==> src/rtl/hilo_div_ctrl.sv <==
`timescale 1ns/1ps
// hilo_div_ctrl: sequences the ALU multi-cycle divider and owns HI/LO.
// Ports: clk/rst, op_valid/op/op_a/op_b request, stall/rd_data/hi/lo/busy
// status, alu_a/alu_b/alu_ctrl/alu_divrst to the ALU, alu_out from it.
module hilo_div_ctrl #(
  parameter int unsigned DIV_CYCLES = 33
) (
  input  logic        clk,
  input  logic        rst,
  input  logic        op_valid,
  input  logic [2:0]  op,
  input  logic [31:0] op_a,
  input  logic [31:0] op_b,
  output logic        stall,
  output logic [31:0] rd_data,
  output logic [31:0] hi,
  output logic [31:0] lo,
  output logic        busy,
  output logic [31:0] alu_a,
  output logic [31:0] alu_b,
  output logic [3:0]  alu_ctrl,
  output logic        alu_divrst,
  input  logic [31:0] alu_out
);

  localparam int CW = $clog2(DIV_CYCLES + 1);

  localparam logic [2:0] OP_DIVU = 3'b000;
  localparam logic [2:0] OP_DIV  = 3'b001;
  localparam logic [2:0] OP_MTHI = 3'b010;
  localparam logic [2:0] OP_MTLO = 3'b011;
  localparam logic [2:0] OP_MFHI = 3'b100;
  localparam logic [2:0] OP_MFLO = 3'b101;

  typedef enum logic [1:0] {
    IDLE,
    START,
    RUN,
    REM
  } state_e;

  state_e          state_q;
  logic [CW-1:0]   cnt_q;
  logic [31:0]     hi_q;
  logic [31:0]     lo_q;
  logic [31:0]     a_q;
  logic [31:0]     b_q;
  logic [3:0]      ctrl_q;
  logic            divrst_q;
  logic            busy_q;

  always_ff @(posedge clk) begin
    if (rst) begin
      state_q  <= IDLE;
      cnt_q    <= '0;
      hi_q     <= '0;
      lo_q     <= '0;
      a_q      <= '0;
      b_q      <= '0;
      ctrl_q   <= 4'b1100;
      divrst_q <= 1'b0;
      busy_q   <= 1'b0;
    end else begin
      divrst_q <= 1'b0;
      unique case (state_q)
        IDLE: begin
          if (op_valid) begin
            case (op)
              OP_DIVU, OP_DIV: begin
                if (op_b != '0) begin
                  a_q      <= op_a;
                  b_q      <= op_b;
                  // op[0] selects the signed divider codes
                  ctrl_q   <= {2'b11, op[0], 1'b0};
                  divrst_q <= 1'b1;
                  busy_q   <= 1'b1;
                  state_q  <= START;
                end else begin
                  // divide by zero resolves here without the ALU
                  lo_q <= '1;
                  hi_q <= op_a;
                end
              end
              OP_MTHI: hi_q <= op_a;
              OP_MTLO: lo_q <= op_a;
              default: ;
            endcase
          end
        end
        START: begin
          cnt_q   <= '0;
          state_q <= RUN;
        end
        RUN: begin
          cnt_q <= cnt_q + 1'b1;
          if (cnt_q == CW'(DIV_CYCLES - 1)) begin
            lo_q      <= alu_out;
            ctrl_q[0] <= 1'b1;
            state_q   <= REM;
          end
        end
        REM: begin
          hi_q      <= alu_out;
          ctrl_q[0] <= 1'b0;
          busy_q    <= 1'b0;
          state_q   <= IDLE;
        end
      endcase
    end
  end

  always_comb begin
    rd_data = '0;
    if (op_valid && state_q == IDLE) begin
      if (op == OP_MFHI) rd_data = hi_q;
      else if (op == OP_MFLO) rd_data = lo_q;
    end
  end

  assign stall      = op_valid & busy_q;
  assign hi         = hi_q;
  assign lo         = lo_q;
  assign busy       = busy_q;
  assign alu_a      = a_q;
  assign alu_b      = b_q;
  assign alu_ctrl   = ctrl_q;
  assign alu_divrst = divrst_q;

endmodule
==> config.mk <==
export PLATFORM = sky130hd
export DESIGN_NAME = hilo_div_ctrl
export DESIGN_NICKNAME = d
export VERILOG_FILES = /design/src/rtl/hilo_div_ctrl.sv
export SDC_FILE = /design/constraint.sdc
export NUM_CORES = 1
export LEC_CHECK = 0
export CAP_MARGIN = 20
export CORE_UTILIZATION = 43
export CTS_CLUSTER_DIAMETER = 120
export DETAILED_ROUTE_END_ITERATION = 6
export PLACE_DENSITY = 0.89
export SYNTH_ARGS = -nofsm -noshare
export SYNTH_HDL_FRONTEND = slang
export SYNTH_SLANG_ARGS = --single-unit
==> constraint.sdc <==
create_clock -name clk -period 2.7 [get_ports clk]
set_input_delay 0.27 -clock clk [delete_from_list [all_inputs] [get_ports clk]]
set_output_delay 0.27 -clock clk [all_outputs]
set_load 0.005 [all_outputs]
==> flow_metrics.tcl <==
set metrics [dict create \
    dp_hpwl_um 15100 \
    ios 269 \
    final_layout_size_suffix_gt1_frac 0.0783 \
    arrival_ns 2.30 \
    vdd_ir_drop_max_mv 0.488 \
    placeableCoreArea_um2 14500 \
    place.detailed.instances 1123 \
    cap_viol_max_count 0 \
    drtIter0Drc 485 \
    maxClockFrequency_ghz 0.390 \
    cts_made_buffers 17 \
    postSynthRegisterBits 140 \
    insertion_delay_ns 0.42 \
    start_util 0.440 \
    whs_path_depth 2 \
    multiInputGateArea_um2 3260 \
    synth_flop_cell "dfxtp_1" \
    yosysUniqueCellTypes 41 \
    post_cts.resized_instances 0 \
    post-route-min-period_ns 2.57 \
    final.setup.tns_ns 0 \
    globalRoute.totalOverflow 0 \
    static-leakage-power_nw 3.91 \
    syn-cell-area_um2 6370 \
    final-seq-area_um2 2800 \
    placement.setup.worst_slack_ns -0.0469 \
    report.final.setup_viol 0 \
    layout.core_utilization 0.693 \
    clock_skew_after_layout_ns 0.00603 \
    post_cts.repair.setup_buffers 0 \
    postSynthAreaPerCell_um2 9.01 \
    timing.final.hold_violations 0 \
    tightest_slew_ns 0.551 \
    run_status "completed" \
    avgRoutedWirePerCell_um 19.2 \
    drt.antenna.violating_nets 0 \
    finalWeightedCongestion 0.823 \
    period_share 0.950 \
    cts_num_sinks 140 \
    place.port_buffers 266 \
    grt.total_usage 0.288 \
    dieHeight_um 124 \
    clockBufferDepth 2 \
    first_pass_grt_wire_length_um 33400 \
    layout.cells.non_filler 1155 \
    areaGrowthSynthToFinish_pct 57.6 \
    tritoncts "yes" \
    crit_required_ns 2.43 \
    reg2reg_depth 7 \
    layout.filler_cells 1097 \
    worstSetupPathType "register to output port" \
    largest_fanout_of_any_net_on_the_critical_path 28 \
    floorplan.die_area_um2 15300 \
    core.rowCount 44 \
    clock-root-buffer "clkbuf_16" \
    p_per_area_nw_per_um2 877 \
    synth_edf_count 0 \
    final_max_slew_viol_count 0 \
    grt_antenna_before_repair 0 \
    timing.slew.headroom 0.632 \
    detailroute.via_count 6551 \
    cts.reportedPaths.clkPinSlew_ns 0.06 \
    first_pass_iters 6 \
    antenna_cells 0 \
    vias_per_cell 5.67 \
    p_total_w 0.00880 \
    post_synth_inst_count 707 \
    wire_length_reported_by_the_detailed_router_um 22100 \
    floorplan.die.width_um 124 \
    post_cts_hold_buffer_count 0 \
    cts_max_level 4 \
    drt_drc_violations_left 0 \
    fin_ws_ns 0.134 \
    synthesis.yosys.warnings 0 \
    rsz_0062_raised_after_global_routing "no" \
    timing.critical_path.from_type "register" \
    final_nets 1067 \
    synth_seq_area_share 0.440 \
    grt_max_degree 65 \
    end_kind "output port" \
    grt_pass1_vias 6256 \
    async_flop_share 0 \
    timing.hold.worst.class "primary input to register" \
]
[cell families (layout without fill, tap and decap cells)]
family | after synthesis | in the layout | synth area share
buffers and inverters | 76 | 339 | 0.0548
xor gates and xnor gates | 4 | 4 | 0.00550
muxes | 100 | 100 | 0.157
adders and majority gates | 7 | 7 | 0.0138
DFF | 140 | 140 | 0.440
and+or+nand+nor | 171 | 171 | 0.126
other | 1 | 2 | 0.000589
AOI/OAI and AO/OA | 208 | 208 | 0.202
[report_power, final]
part | internal, W | switching [W] | total, W | leakage [nW]
registers | 0.00254 | 0.000410 | 0.00295 | 1.14
clock network | 0.00171 | 0.000899 | 0.00261 | 0.313
logic | 0.00173 | 0.00152 | 0.00324 | 2.46
total | 0.00598 | 0.00282 | 0.00880 | 3.91
[worst max-delay path, stage by stage, from the launching register on]
cell and delay, ns:
dfxtp_1 0.34, inv_1 0.11, ha_1 0.31, nand2_1 0.12
buf_4 0.26, nor2_1 0.19, clkdlybuf4s50_1 0.54
[flip-flops by register name, summed over array words and instances (netlist names)]
signal,cells
lo,32
busy,1
alu_divrst,1
alu_ctrl,2
hi,32
cnt_q,6
alu_b,32
alu_a,32
state_q,2
[layer usage]
metal  GRT usage  part of all wire  vias to the layer above
li1            -                 -                     3062
met4       0.130             0.031                        0
met1       0.361              0.41                     3111
met2       0.469              0.49                      331
met5           0                 0                        -
met3      0.0668             0.074                       47
[stage by stage]
step                      hold slack (ns)  area [µm²]
after global placement              0.457        9380
after floorplan                     0.414        6370
after CTS                           0.280       10000
after global routing                0.301       10000
after detailed placement            0.449        9380
final                               0.280       10000
[worst paths after layout]
path                             startpoint          end  slack, ns
worst max-delay path             state_q[0]  rd_data[15]       0.13
worst min-delay path                    rst    alu_b[10]       0.28
worst max register to register   state_q[0]       lo[19]       0.32
worst min register to register  alu_ctrl[0]  alu_ctrl[0]       0.46
[synth_stat cells (2+ instances only)]
library cell / n / share of area
a211oi_1: 34 / 0.040
or3_1: 34 / 0.033
xor2_1: 4 / 0.0055
nor2b_1: 2 / 0.0020
a21oi_1: 66 / 0.052
buf_1: 4 / 0.0024
buf_4: 6 / 0.0071
buf_2: 9 / 0.0071
nand4_1: 4 / 0.0039
nand2b_1: 2 / 0.0020
nor4_1: 8 / 0.0079
o211ai_1: 2 / 0.0024
o211a_1: 2 / 0.0031
ha_1: 7 / 0.014
dfxtp_1: 140 / 0.44
inv_1: 6 / 0.0035
nand2_1: 10 / 0.0059
o22ai_1: 32 / 0.031
o21ai_0: 32 / 0.025
buf_6: 4 / 0.0071
a21o_1: 2 / 0.0024
nor2_1: 104 / 0.061
clkbuf_1: 46 / 0.027
a22oi_1: 32 / 0.038
mux2i_1: 99 / 0.16
[cells in the final DEF (no fill, tap or decap), types with 3 or more instances in the layout]
master / count
inv_1: 6
dfxtp_1: 140
o21ai_0: 32
clkdlybuf4s50_1: 265
xor2_1: 4
buf_12: 11
a22oi_1: 32
a211oi_1: 33
clkbuf_8: 3
clkinvlp_4: 3
mux2i_1: 99
clkbuf_16: 17
nor4_1: 8
nor2_1: 104
or3_1: 33
a21oi_1: 66
nand2_1: 10
buf_4: 24
o22ai_1: 32
ha_1: 6
nand4_1: 4
bufinv_16: 5
[final cells by class]
type                            instances  area share
Clock inverter                         10      0.0186
Tap cell                              184      0.0229
Multi-Input combinational cell        492       0.325
Clock buffer                           22      0.0472
Inverter                                7     0.00262
Sequential cell                       140       0.279
Timing Repair Buffer                  300       0.304
(Power assumes the default switching activity.)
